[config.mk]
export PLATFORM = sky130hd
export DESIGN_NAME = seven_segment_mux
export DESIGN_NICKNAME = d
export VERILOG_FILES = /design/src/rtl/seven_segment_mux.sv
export SDC_FILE = /design/constraint.sdc
export NUM_CORES = 1
export LEC_CHECK = 0
export CAP_MARGIN = 15
export CORE_ASPECT_RATIO = 0.9
export CORE_MARGIN = 3
export CORE_UTILIZATION = 40
export CTS_CLUSTER_DIAMETER = 80
export CTS_CLUSTER_SIZE = 16
export DETAILED_ROUTE_END_ITERATION = 12
export GPL_TIMING_DRIVEN = 1
export MAX_ROUTING_LAYER = met4
export PLACE_DENSITY = 0.65
export SYNTH_ARGS = -nofsm -noshare
export SYNTH_HDL_FRONTEND = slang
export SYNTH_SLANG_ARGS = --single-unit
[constraint.sdc]
create_clock -name clk -period 2.3 [get_ports clk]
set_input_delay 0.46 -clock clk [delete_from_list [all_inputs] [get_ports clk]]
set_output_delay 0.46 -clock clk [all_outputs]
set_load 0.01 [all_outputs]
[src/rtl/seven_segment_mux.sv]
// rtl/seven_segment_mux.sv - N-digit time-multiplexed seven-segment display driver
module seven_segment_mux #(
  parameter int NUM_DIGITS     = 4,
  parameter int REFRESH_DIV    = 1000,
  parameter int HEX_MODE       = 0,
  parameter int SEG_ACTIVE_LOW = 0,
  parameter int DIG_ACTIVE_LOW = 0
) (
  input  logic                    clk,
  input  logic                    rst_n,
  input  logic                    enable,
  input  logic                    load,
  input  logic [4*NUM_DIGITS-1:0] bcd_in,
  input  logic [NUM_DIGITS-1:0]   dp_in,
  input  logic                    blank_lz,
  output logic [6:0]              segment,
  output logic                    dp,
  output logic [NUM_DIGITS-1:0]   digit_sel,
  output logic                    frame_done
);

  localparam int PW = (REFRESH_DIV > 1) ? $clog2(REFRESH_DIV) : 1;
  localparam int IW = (NUM_DIGITS > 1) ? $clog2(NUM_DIGITS) : 1;
  localparam logic [PW-1:0] PRESC_LAST = PW'(REFRESH_DIV - 1);
  localparam logic [IW-1:0] IDX_LAST   = IW'(NUM_DIGITS - 1);

  logic [PW-1:0]           presc_q, presc_d;
  logic [IW-1:0]           idx_q, idx_d;
  logic [4*NUM_DIGITS-1:0] shadow_bcd_q, shadow_bcd_d;
  logic [NUM_DIGITS-1:0]   shadow_dp_q, shadow_dp_d;
  logic [4*NUM_DIGITS-1:0] disp_bcd_q, disp_bcd_d;
  logic [NUM_DIGITS-1:0]   disp_dp_q, disp_dp_d;
  logic                    pending_q, pending_d;
  logic [6:0]              seg_q, seg_d;
  logic                    dp_q, dp_d;
  logic [NUM_DIGITS-1:0]   sel_q, sel_d;

  logic                    terminal;
  logic [3:0]              cur_code;
  logic                    cur_dp;
  logic                    cur_blank;
  logic [NUM_DIGITS-1:0]   lz_blank;

  // Active-high a..g glyph for one digit code; codes above 9 go dark unless hex is enabled
  function automatic logic [6:0] glyph(input logic [3:0] code);
    logic [6:0] g;
    case (code)
      4'h0:    g = 7'b1111110;
      4'h1:    g = 7'b0110000;
      4'h2:    g = 7'b1101101;
      4'h3:    g = 7'b1111001;
      4'h4:    g = 7'b0110011;
      4'h5:    g = 7'b1011011;
      4'h6:    g = 7'b1011111;
      4'h7:    g = 7'b1110000;
      4'h8:    g = 7'b1111111;
      4'h9:    g = 7'b1111011;
      4'hA:    g = 7'b1110111;
      4'hB:    g = 7'b0011111;
      4'hC:    g = 7'b1001110;
      4'hD:    g = 7'b0111101;
      4'hE:    g = 7'b1001111;
      default: g = 7'b1000111;
    endcase
    if (HEX_MODE == 0 && code > 4'h9) g = 7'b0000000;
    return g;
  endfunction

  assign terminal   = (presc_q == PRESC_LAST);
  assign frame_done = enable && terminal && (idx_q == IDX_LAST);

  // Prescaler and digit index advance only while scanning is enabled
  always_comb begin
    presc_d = presc_q;
    idx_d   = idx_q;
    if (enable) begin
      if (terminal) begin
        presc_d = '0;
        idx_d   = (idx_q == IDX_LAST) ? '0 : idx_q + IW'(1);
      end else begin
        presc_d = presc_q + PW'(1);
      end
    end
  end

  // Double buffer: loads land in the shadow; the display copy only changes at frame end
  always_comb begin
    shadow_bcd_d = shadow_bcd_q;
    shadow_dp_d  = shadow_dp_q;
    disp_bcd_d   = disp_bcd_q;
    disp_dp_d    = disp_dp_q;
    pending_d    = pending_q;
    if (load) begin
      shadow_bcd_d = bcd_in;
      shadow_dp_d  = dp_in;
      pending_d    = 1'b1;
    end
    if (frame_done) begin
      if (load) begin
        disp_bcd_d = bcd_in;
        disp_dp_d  = dp_in;
        pending_d  = 1'b0;
      end else if (pending_q) begin
        disp_bcd_d = shadow_bcd_q;
        disp_dp_d  = shadow_dp_q;
        pending_d  = 1'b0;
      end
    end
  end

  // Digit i (i>0) is a leading zero when it and every digit above it are zero
  always_comb begin
    logic zero_run;
    zero_run = 1'b1;
    lz_blank = '0;
    for (int i = NUM_DIGITS - 1; i >= 0; i--) begin
      zero_run    = zero_run && (disp_bcd_q[4*i +: 4] == 4'h0);
      lz_blank[i] = (i != 0) && zero_run;
    end
  end

  // Next registered outputs for the currently indexed digit, dark when disabled
  always_comb begin
    cur_code  = 4'h0;
    cur_dp    = 1'b0;
    cur_blank = 1'b0;
    sel_d     = '0;
    for (int i = 0; i < NUM_DIGITS; i++) begin
      if (idx_q == IW'(i)) begin
        cur_code  = disp_bcd_q[4*i +: 4];
        cur_dp    = disp_dp_q[i];
        cur_blank = blank_lz && lz_blank[i];
        sel_d[i]  = enable;
      end
    end
    seg_d = (enable && !cur_blank) ? glyph(cur_code) : 7'b0000000;
    dp_d  = enable && cur_dp;
  end

  // State and output registers; reset discards everything and drives outputs off
  always_ff @(posedge clk or negedge rst_n) begin
    if (!rst_n) begin
      presc_q      <= '0;
      idx_q        <= '0;
      shadow_bcd_q <= '0;
      shadow_dp_q  <= '0;
      disp_bcd_q   <= '0;
      disp_dp_q    <= '0;
      pending_q    <= 1'b0;
      seg_q        <= '0;
      dp_q         <= 1'b0;
      sel_q        <= '0;
    end else begin
      presc_q      <= presc_d;
      idx_q        <= idx_d;
      shadow_bcd_q <= shadow_bcd_d;
      shadow_dp_q  <= shadow_dp_d;
      disp_bcd_q   <= disp_bcd_d;
      disp_dp_q    <= disp_dp_d;
      pending_q    <= pending_d;
      seg_q        <= seg_d;
      dp_q         <= dp_d;
      sel_q        <= sel_d;
    end
  end

  assign segment   = (SEG_ACTIVE_LOW != 0) ? ~seg_q : seg_q;
  assign dp        = (SEG_ACTIVE_LOW != 0) ? ~dp_q  : dp_q;
  assign digit_sel = (DIG_ACTIVE_LOW != 0) ? ~sel_q : sel_q;

endmodule

==> summary.md <==
| Metric | Value |
|---|---|
| Outcome | `completed` |
| Overflow after GRT | `0` |
| Clock skew | `8.56 ps` |
| Post-Syn Nets | `284` |
| Initial antenna violation count | `0` |
| Area added between synthesis and finish | `27.8%` |
| Max-cap check violation count | `0` |
| CTS Buf Count | `9` |
| Leading area contributor after synthesis | `dfrtp_1` |
| Final worst path period need | `2210 ps` |
| Routed Antenna Nets | `0` |
| Utilization after layout | `0.531` |
| Worst Path Class, Setup | `reg2reg` |
| DR DRC count | `0` |
| Worst Setup End Kind | `flip-flop` |
| Multi-input logic area | `0.00149 mm^2` |
| Final hold vios | `0` |
| Commonest register cell after synthesis | `dfrtp_1` |
| Post-Syn Instances | `248` |
| Routed wire length | `6.26 mm` |
| Peak VDD IR | `309 uV` |
| Detailed Place HPWL | `4.39 mm` |
| First-pass GRT wire length | `10.6 mm` |
| Post-synthesis sequential element count | `65` |
| Max Freq | `452 MHz` |
| Int Power | `2090 uW` |
| CTS max path bufs | `2` |
| Clock slew at reported path FFs | `70 ps` |
| # H-tree levels | `3` |
| Number of synthesized flops with an enable pin | `0` |
| Switching portion of total power | `0.247` |
| Die W | `99.5 um` |
| DR iter-0 viols | `102` |
| Startpoint types | `flip-flop` |
| Worst-margin pin slew | `553 ps` |
| Reg power frac | `0.470` |
| RSZ-0062 raised after global routing | `yes` |
| Number of vias in the routed layout | `2,112` |
| R2r worst-path depth | `9` |
| Register area share after synthesis | `0.516` |
| Final setup violation count | `0` |
| Iteration count of the initial detailed-routing pass | `4` |
| Cell Pwr Density | `690 mW/mm^2` |
| Fin. max-slew vios | `0` |
| Die area | `0.00898 mm^2` |
| Final-stage net count | `342` |
| Post-Syn Area per Cell | `12.7 um^2` |
| Setup TNS | `0 ps` |
| Critical Path AT | `2460 ps` |
| Largest cells by area after synthesis | `dfrtp_1, mux2_4, mux2_2` |
| Aggregate global-route resource usage | `0.152` |
| I/O Buffers | `37` |
| Synthesis Warnings | `0` |
| Place WS | `22.6 ps` |
| Initial Utilization | `0.415` |
| CP Max Fanout | `7` |
| Fillers | `658` |
| Synth cell types | `54` |
| Vias per Instance | `5.20` |
| Final Power | `2780 uW` |
| Largest net degree at the start of global routing | `43` |
| CTS tree | `built` |
| Clock power frac | `0.378` |
| Io pins | `38` |
| Core area | `0.00758 mm^2` |
| Hold crit path type | `in2async` |
| Vias in the first global route | `2,116` |
| Clock sinks | `65` |
| Synth top area share | `0.516` |
| GPL Wtd Cong | `0.868` |
| Worst rel slew slack | `0.631` |
| Fraction of registers with async set/reset | `1.00` |
| Required @ worst endpoint | `2550 ps` |
| Seq. cell area | `0.00163 mm^2` |
| Switching power | `685 uW` |
| DR WL/cell | `15.4 um` |
| Final Worst Setup Slack | `85.6 ps` |
| Mapped Area | `0.00315 mm^2` |
| Fin crit share | `0.963` |
| Die H | `90.2 um` |
| Leakage power | `0.00184 uW` |
| Rows | `30` |
| Antenna diodes | `0` |
| CTS Root Cell | `clkbuf_8` |
| Share of post-route cells with drive strength above 1 | `0.319` |
| Comb pwr share | `0.151` |
| Worst-skew pair later-pin latency | `340 ps` |
cells by family after synthesis:
family / share of synthesized area
fa+ha+maj: 0.0437
simple gates: 0.120
buf+inv: 0.0358
mux: 0.170
compound gates: 0.0997
flops: 0.516
xor+xnor: 0.0139
per-stage QoR:
stage,instances,cell area (um^2),hold WS [ps]
after floorplan,248,3150,164
after global placement,388,3710,478
after detailed placement,388,3710,474
after CTS,404,3960,119
after global routing,406,4030,149
final,406,4030,111
critical path, cell delays in order, from the launching register on:
cell and delay [ps]:
dfrtp_1 440, buf_4 170, ha_4 190, nand2b_4 160, o211ai_1 230, inv_1 130, ha_2 240, o311ai_4 280
o211ai_1 120, nor3_1 170
power groups by stage:
| stage | registers [uW] | clock network, uW | logic, uW |
|---|---|---|---|
| floorplan | 1320 | 0 | 229 |
| global placement | 1320 | 0 | 389 |
| detailed placement | 1330 | 0 | 398 |
| CTS | 1300 | 1090 | 410 |
| global route | 1320 | 1130 | 468 |
| finish | 1310 | 1050 | 420 |
repair_timing:
| item | in CTS | in global routing |
|---|---|---|
| hold buffers | 0 | 0 |
| setup buffers | 1 | 2 |
| gates resized for setup | 6 | 14 |
| pin swaps | 0 | 4 |
| endpoints found under the setup margin | 2 | 6 |
cell usage in the layout (no fill, tap or decap), types with 3 or more instances in the layout:
cell type and count:
a21oi_1 9, and2_1 4, and3_1 3, buf_12 3, buf_4 16, clkbuf_8 10
clkdlybuf4s50_1 35, dfrtp_1 65, ha_1 3, ha_2 6, inv_1 6, inv_2 3
mux2_2 20, mux2_4 20, nand2_1 10, nand4_1 5, nor2_1 13, nor2b_1 3
nor3_1 3, o211ai_1 5, o21ai_0 7, o21ai_1 4, xnor2_1 4
path summary, 6_finish.rpt:
path | startpoint | endpoint | slack [ps]
max in group asynchronous | rst_n | shadow_bcd_q[4] | 1580
worst max-delay path | idx_q[0] | segment[6] | 90
worst max register to register | idx_q[0] | segment[6] | 90
worst min register to register | pending_q | pending_q | 500
min in group clk | pending_q | pending_q | 500
worst min-delay path | rst_n | digit_sel[0] | 110
registers in the layout, indices dropped and copies added, names as in the netlist:
register,count
pending_q,1
shadow_bcd_q,16
segment,7
shadow_dp_q,4
disp_dp_q,4
idx_q,2
dp,1
disp_bcd_q,16
digit_sel,4
presc_q,10
metal layers:
layer	wire length, um	GRT usage	up-vias
met5	0	-	-
li1	-	-	1018
met2	2840	0.216	54
met1	3040	0.210	1034
met4	44	0.0478	0
met3	334	0.0442	6
synth_stat cells (all sizes together) (5+ instances only):
cell,n
ha,11
nor3,5
and2,5
o21ai,11
nor2,14
nand2,10
nand4,5
mux2,40
a21oi,10
inv,9
o211ai,5
dfrtp,65
buf,6
cell type report:
cell class / count / share of cell area
flip-flops and latches: 65 / 0.404
multi-input cells: 165 / 0.370
clock inverters: 3 / 0.0162
clock buffers: 12 / 0.0361
inverters: 9 / 0.00839
repair buffers: 56 / 0.135
well taps: 96 / 0.0298
Power figures use the tool's default switching activity.
==> RTL change 1 (same flow settings) <==
Change the parameter `HEX_MODE` from 0 to 1.
--- a/src/rtl/seven_segment_mux.sv
+++ b/src/rtl/seven_segment_mux.sv
@@ -3,5 +3,5 @@
   parameter int NUM_DIGITS     = 4,
   parameter int REFRESH_DIV    = 1000,
-  parameter int HEX_MODE       = 0,
+  parameter int HEX_MODE       = 1,
   parameter int SEG_ACTIVE_LOW = 0,
   parameter int DIG_ACTIVE_LOW = 0
Check against the original RTL: same outputs for any inputs over 10 cycles, from zero or initial values and one cycle with rst_n low; that may be too few to reach the edited logic, so the function may still have changed.
==> RTL change 1 against the original RTL <==
Synthesized cell count is 5.6% lower. Die area shrank 2.3%. Setup slack improved by 0.054 ns. Via count decreased by 12%. Combinational power decreased by 46%. Final cell count decreased by 6.4%. Sequential cell count is the same. Design area fell by 6.1%. Power is 12% lower. Routed wire length decreased by 10%. Synthesized area shrank 2.5%. Fmax rose by 2.5%.
==> RTL change 1: results (changes against the original RTL) <==
outcome finished, final reports clean; H-tree depth 3 (unchanged); HPWL Detailed 3880 um (-12%); ranking of synthesized cells by area dfrtp_1 (53%), mux2_4 (9.8%), mux2_2 (7.7%); number of iterations in the first detailed-routing pass 4 (unchanged); power after layout 2.45 mW (-12%); routed vias/inst 4.90 (-5.8%); crit path max fanout 8 (+1); flop-to-flop setup slack 0.20 ns (+0.11 ns); Unique masters post-synth 45 (-17%); first-pass GRT wire length 9490 um (-10%); Placer Congestion 0.784 (-9.7%); fraction of layout cells with a size suffix above 1 28.2% (-3.7 points); Leak 1.78 nW (-3.3%); largest net degree at the start of global routing 66 (+53%); combinational cell power 0.227 mW (-46%); Setup WS pre-CTS 0.0621 ns (+0.0395 ns); slowest cell delay on critical path 0.41 ns (-0.03 ns); switching share of power 24.3% (-0.33 points); placed cell areas 3580 um^2 (-3.7%); Avg Cell Area, Syn 13.1 um^2 (+3.4%); hold_ws 0.116 ns (+0.00528 ns); Tightest Pin Transition 0.459 ns (-0.0941 ns); Routed WL 5630 um (-10%); total gr overflow 0 (unchanged); Mapped Nets 270 (-4.9%); setup bufs post-CTS 0 (-1); Global Route Usage Sum 14.6% (-0.64 points); clk_skew 0.0118 ns (+0.00322 ns); Nets 318 (-7.0%); # placed instances 364 (-6.2%); Worst R2R End segment[0]$_DFF_PN0_; sequential power share 52.3% (+5.3 points); Reg2Reg Depth 10 (+1); Seq/Total Area, Yosys 53.0% (+1.3 points); Primary FF master, synth dfrtp_1; total number of vias 1,863 (-12%); synth cell count leaders dfrtp_1 (65), mux2_2 (21), mux2_4 (20); DRT iter0 DRCs 71 (-30%)
-- RTL change 1: changes by cell type after synthesis, moves of 3 or more --
cell / unedited run / this run
a221oi_1: 1 / 4
and2_1: 4 / 7
nand4_1: 5 / 2
o211ai_1: 5 / 1
a21oi_1: 9 / 5
o21ai_0: 8 / 4
-- RTL change 1: critical path: cells and delay by family (launching register included) --
kind          cells  cell delay (ns)
buf+inv           1             0.28
flops             1             0.41
simple gates      2             0.35
fa+ha+maj         1             0.32
-- RTL change 1: layer usage --
layer / vias to the layer above / global-route usage, % / routed length [um]
li1: 922 / - / -
met2: 35 / 20.0 / 2480
met4: 0 / 7.07 / 98
met1: 895 / 19.9 / 2810
met5: - / - / 0
met3: 11 / 4.13 / 243
-- RTL change 1: cell families after synthesis --
logic type	synth area share (%)
adders and majority gates	4.48
xor gates and xnor gates	1.71
buffers and inverters	3.58
muxes	18.1
AOI/OAI and AO/OA	7.94
DFF	53.0
and+or+nand+nor	11.2
-- RTL change 1: worst max-delay path by stage --
stage                                      end
final                               frame_done
after global routing      segment[4]$_DFF_PN0_
after CTS                           frame_done
after detailed placement            frame_done
after global placement              frame_done
after floorplan           segment[3]$_DFF_PN0_
-- RTL change 1: timing repair --
action / CTS / global route
resized for setup: 1 / 4
setup endpoints to repair: 1 / 6
hold buffers: 0 / 0
pin swaps: 0 / 1
-- RTL change 1: area by class of cell --
cell class,count,area (um^2)
clock buffer,9,124
timing repair buffer,47,464
fill,649,3480
inverter,9,33.8
multi-input combinational,150,1340
sequential,65,1630
tap,93,116
clock inverter,7,71.3
==> RTL change 2 (config.mk and constraints unchanged) <==
Without the edit above. Reset style: synchronous (`rst_n`), changed in one clocked block.
--- a/src/rtl/seven_segment_mux.sv
+++ b/src/rtl/seven_segment_mux.sv
@@ -139,5 +139,5 @@
 
   // State and output registers; reset discards everything and drives outputs off
-  always_ff @(posedge clk or negedge rst_n) begin
+  always_ff @(posedge clk) begin
     if (!rst_n) begin
       presc_q      <= '0;
Behaviour: differs if rst_n is asserted again (counterexample within 4 cycles, from zero or initial values and one cycle with rst_n low); with rst_n held inactive, the same outputs for 10 cycles.
==> RTL change 2 against the original RTL <==
Routed wire length down 8.8%. Core utilization up 1.1 points. Synthesized area down 8.0%. Critical path depth up 2. Synthesized cell count up 20%. Setup slack better by 0.045 ns. Worst hold slack better by 0.39 ns. Sequential share of layout area down 4.9 points. Design area down 8.6%. Final cell count up 8.1%. Sequential cell count unchanged. Critical endpoint is now segment[4]$_SDFF_PP0_.
Power is not compared: it rests on default switching activity, and its combinational part moved more than twofold at a synthesized area within 25%.
==> RTL change 2: results (changes against the original RTL) <==
outcome finished, final reports clean; Global Route Usage Sum 15.5% (+0.25 points); TritonCTS buffer count 9 (unchanged); flop-to-flop setup slack 0.13 ns (+0.05 ns); Seq/Total Area, Yosys 44.9% (-6.7 points); Hold Crit Endpoint disp_bcd_q[1]$_SDFFE_PN0P_; clk_skew 0.00346 ns (-0.00510 ns); Worst R2R End segment[4]$_SDFF_PP0_; Root Buffer clkbuf_8; Clk Latency, worst-skew pair 0.34 ns (about the same); Nets 381 (+11%); Critical Path AT 2.42 ns (-0.04 ns); hold_ws 0.504 ns (+0.394 ns); synthesis warning total 0 (unchanged); largest net degree at the start of global routing 41 (-4.7%); ys async rst share 0% (-100 points); setup bufs post-CTS 0 (-1); WHS Path Cells 1; # placed instances 423 (+9.0%); CTS clk-pin slew, worst paths 0.07 ns (about the same); synth cell count leaders dfxtp_1 (65), nand2_1 (36), nor2b_1 (24); placed cell areas 3420 um^2 (-7.9%); Placer Congestion 0.859 (-1.0%); ranking of synthesized cells by area dfxtp_1 (45%), mux2i_1 (7.6%), o211a_1 (7.3%); initial antenna violation count 0 (unchanged); Reg2Reg Depth 11 (+2); crit path max fanout 5 (-2); Pint ~1.9 mW; clock buffer depth 2 (unchanged); slew margin rel. 59.7% (-3.4 points); Fill cells 617 (-6.2%); Unique masters post-synth 40 (-26%); first-pass GRT wire length 9670 um (-8.7%); fraction of layout cells with a size suffix above 1 14.3% (-18 points); total number of vias 2,174 (+2.9%); Hold Crit Class reg2reg; number of iterations in the first detailed-routing pass 4 (unchanged); Mapped Nets 335 (+18%); Routed WL 5710 um (-8.8%); CP Launch Point idx_q[0]$_SDFFE_PN0N_; critical hold path startpoint disp_bcd_q[1]$_SDFFE_PN0P_; number of global-route vias before repair 2,099 (-0.80%); Synth Instances 298 (+20%); H-tree depth 3 (unchanged); post-route setup slack 0.131 ns (+0.0455 ns); routed vias/inst 4.95 (-4.8%); Ant. Diodes 0 (unchanged); HPWL Detailed 3980 um (-9.3%); Setup CP Type reg2reg; DRT iter0 DRCs 81 (-21%); Primary FF master, synth dfxtp_1; Setup WS pre-CTS -0.139 ns (-0.162 ns); Peak VDD IR between 0.3 and 0.4 mV
[RTL change 2: cell families after synthesis]
| family | share of synthesized area, % |
|---|---|
| buffers and inverters | 4.71 |
| xor gates and xnor gates | 2.72 |
| AOI/OAI and AO/OA | 14.3 |
| muxes | 7.60 |
| DFF | 44.9 |
| adders and majority gates | 5.18 |
| and+or+nand+nor | 20.5 |
[RTL change 2: routing by layer]
layer  track usage [%]  wire length (um)
met5                 -                 0
met4              7.75               116
met3              4.08               249
met2              23.2              2560
met1              19.2              2790
[RTL change 2: what timing repair did]
| action | in CTS | in global routing |
|---|---|---|
| gates resized for setup | 9 | 5 |
| endpoints found under the setup margin | 6 | 6 |
| pin swaps | 0 | 1 |
[RTL change 2: worst max-delay path, stage by stage, from the launching register on]
cell      delay, ns
dfxtp_2        0.36
inv_1          0.09
ha_1           0.19
buf_4          0.15
nand3b_1       0.09
a211o_1        0.36
inv_1          0.13
ha_1           0.18
nor2_2         0.06
nor2_1         0.15
nor2_2         0.08
a311oi_1       0.24
[RTL change 2: power groups by stage]
stage               clock network [mW]  logic (mW)  registers (mW)
finish                            1.07       0.154            1.17
global route                      1.15       0.169            1.17
CTS                               1.10       0.157            1.17
detailed placement                   0       0.156            1.19
global placement                     0       0.154            1.19
floorplan                            0      0.0761            1.19
[RTL change 2: cell type report]
| class | instances | area (um^2) | area share [%] |
|---|---|---|---|
| Clock buffer | 10 | 128 | 3.47 |
| Clock inverter | 6 | 91.3 | 2.48 |
| Inverter | 7 | 26.3 | 0.714 |
| Multi-Input combinational cell | 207 | 1500 | 40.6 |
| Sequential cell | 65 | 1310 | 35.5 |
| Tap cell | 90 | 113 | 3.06 |
| Timing Repair Buffer | 54 | 522 | 14.2 |
